[config.mk]
export PLATFORM = sky130hd
export DESIGN_NAME = decode_stage
export DESIGN_NICKNAME = d
export VERILOG_FILES = /design/src/rtl/decode_stage.sv
export SDC_FILE = /design/constraint.sdc
export NUM_CORES = 1
export LEC_CHECK = 0
export ABC_AREA = 1
export CAP_MARGIN = 0
export CORE_AREA = 2 2 235 237
export DETAILED_ROUTE_END_ITERATION = 8
export DIE_AREA = 0 0 237 239
export PLACE_DENSITY = 0.64
export SYNTH_ARGS = -nofsm -noshare
export SYNTH_HDL_FRONTEND = slang
export SYNTH_SLANG_ARGS = --single-unit
[constraint.sdc]
create_clock -name CLK -period 2.15 [get_ports CLK]
set_input_delay 0.43 -clock CLK [delete_from_list [all_inputs] [get_ports CLK]]
set_output_delay 0.43 -clock CLK [all_outputs]
set_load 0.05 [all_outputs]
[src/rtl/decode_stage.sv]
// RV64I decode/issue stage: instruction decode, immediate generation, operand bypass,
// register scoreboard with RAW/WAW stalls, and the DE->EX pipeline register.
module decode_stage #(
  parameter int unsigned XLEN = 64,
  parameter int unsigned NREG = 32
) (
  input  logic            CLK,
  input  logic            reset_n,
  input  logic            FE_V,
  input  logic [31:0]     FE_IR,
  input  logic [XLEN-1:0] FE_PC,
  output logic            DE_STALL,
  output logic [4:0]      SR1,
  output logic [4:0]      SR2,
  input  logic [XLEN-1:0] RF_ONE,
  input  logic [XLEN-1:0] RF_TWO,
  input  logic            WB_V,
  input  logic [4:0]      WB_DR,
  input  logic [XLEN-1:0] WB_DATA,
  input  logic            EX_STALL,
  input  logic            FLUSH,
  output logic            EX_V,
  output logic [XLEN-1:0] EX_PC,
  output logic [31:0]     EX_IR,
  output logic [XLEN-1:0] EX_OP1,
  output logic [XLEN-1:0] EX_OP2,
  output logic [XLEN-1:0] EX_IMM,
  output logic [4:0]      EX_DR,
  output logic            EX_WE
);

  localparam int unsigned RW = 5;

  logic [NREG-1:0] r_busy;
  logic [NREG-1:0] w_busy_nxt;
  logic            w_u1, w_u2, w_wr;
  logic [XLEN-1:0] w_imm;
  logic [RW-1:0]   w_rs1, w_rs2, w_rd;
  logic            w_we;
  logic [XLEN-1:0] w_op1, w_op2;
  logic            w_rdy1, w_rdy2, w_rdyd;
  logic            w_hazard, w_fire;

  assign w_rs1 = FE_IR[19:15];
  assign w_rs2 = FE_IR[24:20];
  assign w_rd  = FE_IR[11:7];
  assign SR1   = w_rs1;
  assign SR2   = w_rs2;

  // Opcode decode: register usage and sign-extended immediate
  always_comb begin
    w_u1  = 1'b0;
    w_u2  = 1'b0;
    w_wr  = 1'b0;
    w_imm = '0;
    unique case (FE_IR[6:0])
      7'b0110111, 7'b0010111: begin
        w_wr  = 1'b1;
        w_imm = XLEN'($signed({FE_IR[31:12], 12'b0}));
      end
      7'b1101111: begin
        w_wr  = 1'b1;
        w_imm = XLEN'($signed({FE_IR[31], FE_IR[19:12], FE_IR[20], FE_IR[30:21], 1'b0}));
      end
      7'b1100111, 7'b0000011, 7'b0010011, 7'b0011011: begin
        w_u1  = 1'b1;
        w_wr  = 1'b1;
        w_imm = XLEN'($signed(FE_IR[31:20]));
      end
      7'b1100011: begin
        w_u1  = 1'b1;
        w_u2  = 1'b1;
        w_imm = XLEN'($signed({FE_IR[31], FE_IR[7], FE_IR[30:25], FE_IR[11:8], 1'b0}));
      end
      7'b0100011: begin
        w_u1  = 1'b1;
        w_u2  = 1'b1;
        w_imm = XLEN'($signed({FE_IR[31:25], FE_IR[11:7]}));
      end
      7'b0110011, 7'b0111011: begin
        w_u1 = 1'b1;
        w_u2 = 1'b1;
        w_wr = 1'b1;
      end
      default: ;
    endcase
  end

  assign w_we = w_wr & (w_rd != '0);

  // A writeback landing this edge makes its register ready and supplies the operand
  assign w_rdy1 = !r_busy[w_rs1] | (WB_V & (WB_DR == w_rs1));
  assign w_rdy2 = !r_busy[w_rs2] | (WB_V & (WB_DR == w_rs2));
  assign w_rdyd = !r_busy[w_rd]  | (WB_V & (WB_DR == w_rd));

  always_comb begin
    w_op1 = '0;
    w_op2 = '0;
    if (w_u1 && w_rs1 != '0)
      w_op1 = (WB_V && WB_DR == w_rs1) ? WB_DATA : RF_ONE;
    if (w_u2 && w_rs2 != '0)
      w_op2 = (WB_V && WB_DR == w_rs2) ? WB_DATA : RF_TWO;
  end

  assign w_hazard = (w_u1 & (w_rs1 != '0) & !w_rdy1)
                  | (w_u2 & (w_rs2 != '0) & !w_rdy2)
                  | (w_we & !w_rdyd);
  assign w_fire   = FE_V & !EX_STALL & !FLUSH & !w_hazard;
  assign DE_STALL = FE_V & !FLUSH & (EX_STALL | w_hazard);

  // Scoreboard: clear on writeback, then set for the issuing writer (set wins)
  always_comb begin
    w_busy_nxt = r_busy;
    if (WB_V) w_busy_nxt[WB_DR] = 1'b0;
    if (w_fire && w_we) w_busy_nxt[w_rd] = 1'b1;
    w_busy_nxt[0] = 1'b0;
  end

  always_ff @(posedge CLK) begin
    if (!reset_n) r_busy <= '0;
    else          r_busy <= w_busy_nxt;
  end

  always_ff @(posedge CLK) begin
    if (!reset_n) begin
      EX_V   <= 1'b0;
      EX_PC  <= '0;
      EX_IR  <= '0;
      EX_OP1 <= '0;
      EX_OP2 <= '0;
      EX_IMM <= '0;
      EX_DR  <= '0;
      EX_WE  <= 1'b0;
    end else if (EX_STALL) begin
      EX_V <= EX_V;
    end else if (w_fire) begin
      EX_V   <= 1'b1;
      EX_PC  <= FE_PC;
      EX_IR  <= FE_IR;
      EX_OP1 <= w_op1;
      EX_OP2 <= w_op2;
      EX_IMM <= w_imm;
      EX_DR  <= w_rd;
      EX_WE  <= w_we;
    end else begin
      EX_V   <= 1'b0;
      EX_PC  <= '0;
      EX_IR  <= '0;
      EX_OP1 <= '0;
      EX_OP2 <= '0;
      EX_IMM <= '0;
      EX_DR  <= '0;
      EX_WE  <= 1'b0;
    end
  end

endmodule

## Yosys cells after proc, flatten, opt, wreduce, memory -nomap -nowiden

Cells that the tools add are included.

- Flip-flop bits (word level): 327
- Input bits: 299
- Logic and storage cells: 105

- Bitwise logic cells: 23
- Order comparisons: 6
- Equal/unequal tests: 14
- Reductions and logical operators: 24
- Mux-type cells: 28

Operator list:

| operator | number |
|---|---|
| 64-bit two-way mux | 8 |
| 64-bit one-hot mux with 5 select lines | 1 |
| 32-bit two-way mux | 3 |
| 32-bit bitwise AND | 1 |
| 32-bit NOT | 1 |
| 32-bit OR | 1 |
| 7-bit by 6-bit equality test with 1-bit output, second input constant | 4 |
| 5-bit by 6-bit less-than comparator with 1-bit output, second input constant | 4 |
| 7-bit by 5-bit equality test with 1-bit output, second input constant | 3 |
| 7-bit equality test, second input constant | 3 |
| 1-bit binary-select mux with 5-bit select | 3 |
| 5-bit equality test | 3 |
| 5-bit nonzero test | 3 |
| 1-bit bitwise AND | 14 |
| 1-bit demux with 5-bit select | 2 |
| 5-bit by 1-bit greater-or-equal comparator with 1-bit output, second input constant | 2 |
| 1-bit two-way mux | 10 |
| 1-bit logical NOT | 9 |
| 9-bit OR reduction | 1 |
| 4-bit OR reduction | 2 |
| 8-bit OR reduction | 1 |
| 7-bit by 2-bit equality test with 1-bit output, second input constant | 1 |
| 1-bit logical AND | 7 |
| 1-bit OR | 6 |
| 2 further kinds | 2 |

## Logic depth before layout (Yosys ltp)

- Word-level depth: 12
- Mapped depth: 17
- Depth with buffers taken out: 14

## Worst setup path before layout

OpenSTA, ideal clock, no wires.

- Kind: in2out
- Start point: input FE_IR[20]
- End point: output DE_STALL
- Required time: 1720 ps
- Arrival: 2584 ps
- Setup slack: -864 ps
- Cell stages on the path: 11
- Path through: buf_4 -> buf_6 -> o21ai_0 -> nand2_1 -> nand3_1 -> nand3_1 -> nand3_1 -> nand2_1 -> nor2_1 -> nor3_1 -> nor3_1

- Word-level cells in the longest chain between the ends: 10
- Elaborated cells on any way between the ends: 14
- Classes of those cells: eq/ne: 1; mux: 2; bitwise: 8; reduce/logical: 3

Ends and longest elaborated chain:

| what | RTL line | source |
|---|---|---|
| start, declared | 10 | `input logic [31:0] FE_IR,` |
| 1-bit binary-select mux with 5-bit select | 93 | `assign w_rdy2 = !r_busy[w_rs2] \| (WB_V & (WB_DR == w_rs2));` |
| 1-bit two-way mux (not written as such) | 93 |  |
| 1-bit logical NOT | 93 |  |
| 1-bit OR | 93 |  |
| 1-bit logical NOT | 106 | `\| (w_u2 & (w_rs2 != '0) & !w_rdy2)` |
| 1-bit bitwise AND * | 106 |  |
| 1-bit OR * | 106 |  |
| 1-bit OR * | 107 | `\| (w_we & !w_rdyd);` |
| 1-bit OR * | 109 | `assign DE_STALL = FE_V & !FLUSH & (EX_STALL \| w_hazard);` |
| 1-bit bitwise AND * | 109 |  |
| end, declared | 12 | `output logic DE_STALL,` |

Every way passes the cells marked *; elsewhere a longest branch is shown, timed or not. The select of a mux whose other input is x is not followed.

## Final worst setup path

- Start point: input FE_IR[2]
- End point: output DE_STALL

- Word-level cells in the longest chain between the ends: 9
- Elaborated cells on any way between the ends: 27
- Classes of those cells: eq/ne: 11; mux: 3; bitwise: 10; reduce/logical: 3

Ends and longest elaborated chain:

| what | RTL line | source |
|---|---|---|
| 7-bit by 6-bit equality test with 1-bit output (tied with other cells) | 56 | `unique case (FE_IR[6:0])` |
| 8-bit OR reduction (no line) / 4-bit OR reduction (equally long branches) | -- |  |
| 1-bit two-way mux | 56 |  |
| 1-bit bitwise AND, on equally long branches (2 in a row) | 105, 106 |  |
| 1-bit OR | 106 |  |
| 1-bit OR * | 107 |  |
| 1-bit OR * | 109 |  |
| 1-bit bitwise AND * | 109 |  |

Every way passes the cells marked *; elsewhere a longest branch is shown, timed or not.

==> impl_results.md <==
- Max Root-Sink Buffers: 3
- Vias/cell: 5.168
- Clk_lat worst skew: 0.56 ns
- Clk pwr share: 43.6%
- Comb power frac: 18.3%
- Final Util: 50.01%
- Synth warn: 0
- Synth Instances: 2,220
- Flops & latches, synth: 289
- Setup CP Type: input pin to output port
- ANT nets after route: 0
- WP data arrival: 2.12 ns
- Fraction of layout cells with a size suffix above 1: 28.05%
- Worst slew pin tran: 0.6406 ns
- Worst slew margin: 57.29%
- CTS tree: done
- Distinct cells, synth: 28
- Status: complete, but fails checks
- Power Total: 14.23 mW
- Clk sink count: 289
- Wire length per cell: 21.05 um
- Max-slew violations: 0
- Total CTS buffers: 38
- Worst EP required: 1.72 ns
- Total GRT Usage: 24.96%
- Pre-antenna DRT Iters: 6
- Worst min path class: input pin to flop
- Worst-path maximum fanout: 4
- Maxcap violations: 0
- Mapped Area: 0.01477 mm^2
- Clock skew: 0.01934 ns
- Worst Setup Start Kind: input pin
- Sw Ratio: 28.50%
- Crit end category: output port
- Final Setup Violations: 200
- Ys async rst share: 0%
- Most common cell after layout, fill and taps aside: nand2_1
- Most frequent cells in the layout: 553 x nand2_1, 270 x clkdlybuf4s50_1, 268 x dfxtp_1, 231 x dlygate4sd2_1, 168 x o21ai_0
- Peak VDD IR: 0.4136 mV
- Synth area leader: dfxtp_1
- Initial core utilization: 27.17%
- Int Pwr: 10.18 mW
- GP Congestion: 0.9403
- Die area: 0.05664 mm^2
- Placed cell area: 0.02264 mm^2
- RSZ-0062 raised after global routing: true
- Nets@finish: 3,170
- Top cells by area, synth: dfxtp_1 39%, nand2_1 14%, a21oi_1 10%, nand3_1 8.6%, o21ai_0 5.9%
- Power per cell area: 523.7 mW/mm^2
- Top cell type's share of synthesized area: 39.18%
- Starting DRT DRC Count: 1,276
- Max H-tree Level: 2
- Filler Cells Inserted: 5,112
- Switch Pwr: 4.055 mW
- Register share of total power: 38.2%
- EDFF count, synth: 0
- Placed Instances: 3,471
- GRT Residual Overflow: 0
- I/O Pins: 605
- Synth-to-Final Area Change: 84.04%
- Failing checks: setup timing
- Hold_sp: FE_IR[6]
- Max Freq: 391.9 MHz
- Root Buffer: clkbuf_16
- Post-Route Setup TNS: -13.85 ns
- First-pass GRT wire length: 109,500 um
- Routed wire length: 76,020 um
- Crit path launch: FE_IR[2]
- Initial antenna violation count: 16
- Finished Cell Area: 0.02717 mm^2
- Seq/Total Area, Yosys: 39.18%
- Detail Placement HPWL: 52,760 um
- Die Wd: 237 um
- Fin. Hold Viols: 0
- Largest net degree at the start of global routing: 87
- Final worst-path cycle share: 118.7%
- Die height: 239 um
- DRC viols: 0
- Vias post-DR: 18,660
- Main synth FF type: dfxtp_1
- Hold_ws: 0.2510 ns
- Setup slack after layout: -0.4015 ns
- Synthesized Nets: 2,519
- Leakage: 11.08 nW
- Non-filler cells, final: 3,611
- Hold buffers post-CTS: 0
- Reg-to-Reg Start: r_busy[10]
- Fin crit period: 2.552 ns
- Clock transition at the registers of the reported paths: 0.06 ns
- Row count: 86
- IO buf count: 604
- Total core area: 0.05434 mm^2
- Vias in the first global route: 17,870
- Placement Setup Slack: -0.8905 ns
- Avg Inst Size Synth: 6.651 um^2
==> power by group through the flow <==
| stage | Sequential (mW) | Clock, mW | Combinational (mW) |
|---|---|---|---|
| floorplan | 5.73 | 0 | 0.801 |
| global placement | 5.55 | 0 | 2.19 |
| detailed placement | 5.56 | 0 | 2.19 |
| CTS | 5.43 | 6.37 | 2.44 |
| global route | 5.43 | 6.57 | 2.74 |
| finish | 5.43 | 6.20 | 2.60 |
==> cell families (layout without fill, tap and decap cells) <==
kind of cell | after synthesis | count (layout) | share of synthesized area (%)
flops | 289 | 289 | 39.18
compound gates | 503 | 503 | 17.18
other cells | 0 | 9 | 0
xor+xnor | 4 | 4 | 0.2372
buf+inv | 370 | 1048 | 12.29
simple gates | 1054 | 1054 | 31.12
==> flip-flops by register name (all words and copies together), names as in the netlist <==
| register | cells |
|---|---|
| EX_IMM | 32 |
| EX_IR | 32 |
| EX_OP1 | 64 |
| EX_OP2 | 64 |
| EX_PC | 64 |
| EX_V | 1 |
| EX_WE | 1 |
| r_busy | 31 |
==> Yosys cell counts, types with 2 or more instances <==
master    count
nand2_1     559
a21oi_1     304
dfxtp_1     289
nand3_1     255
o21ai_0     173
inv_1       123
nor2_1      118
clkbuf_1    115
nand4_1     101
buf_4        53
buf_2        34
buf_6        23
o21ai_1      15
inv_2        13
nor3_1       12
buf_1         8
o22ai_1       8
xnor2_1       4
nor2_2        3
nor2_4        2
==> layout make-up <==
| class | instances | area [um^2] | area share (%) |
|---|---|---|---|
| repair buffers | 844 | 9243 | 34.01 |
| inverters | 136 | 540.5 | 1.989 |
| clock buffers | 52 | 1064 | 3.914 |
| diodes | 9 | 22.52 | 0.08288 |
| well taps | 704 | 880.8 | 3.241 |
| multi-input cells | 1561 | 9457 | 34.80 |
| clock inverters | 15 | 138.9 | 0.5111 |
| repair inverters | 1 | 5.005 | 0.01842 |
| flip-flops and latches | 289 | 5824 | 21.43 |
==> layer usage <==
layer	wire length (um)	GRT usage, %	vias to the layer above
met5	35	0	-
met1	29980	29.59	8816
li1	-	-	8726
met3	6308	6.478	179
met4	2842	10.05	6
met2	36860	42.93	936
==> final timing paths <==
kind                 to  slack, ns  depth (start not counted)
max            DE_STALL      -0.40                         14
min            EX_IR[6]       0.25                          3
min reg2reg  EX_OP1[61]       0.46                          2
max reg2reg   EX_PC[35]      -0.17                         21
==> critical path, cell delays in order <==
cell             delay [ns]
clkdlybuf4s15_1        0.20
buf_12                 0.15
inv_12                 0.05
nand3_4                0.12
nor2_4                 0.18
nor2_1                 0.06
nand2_1                0.10
nand2_2                0.08
nor2_1                 0.11
nand3_2                0.09
nand2_2                0.10
nor3_4                 0.06
nor3_4                 0.18
buf_6                  0.19
==> what timing repair did <==
item,in CTS,in global routing
gates resized for setup,502,396
endpoints found under the setup margin,497,311
gates cloned,24,3
pin swaps,76,166
setup buffers,46,11
(Power assumes the default switching activity.)
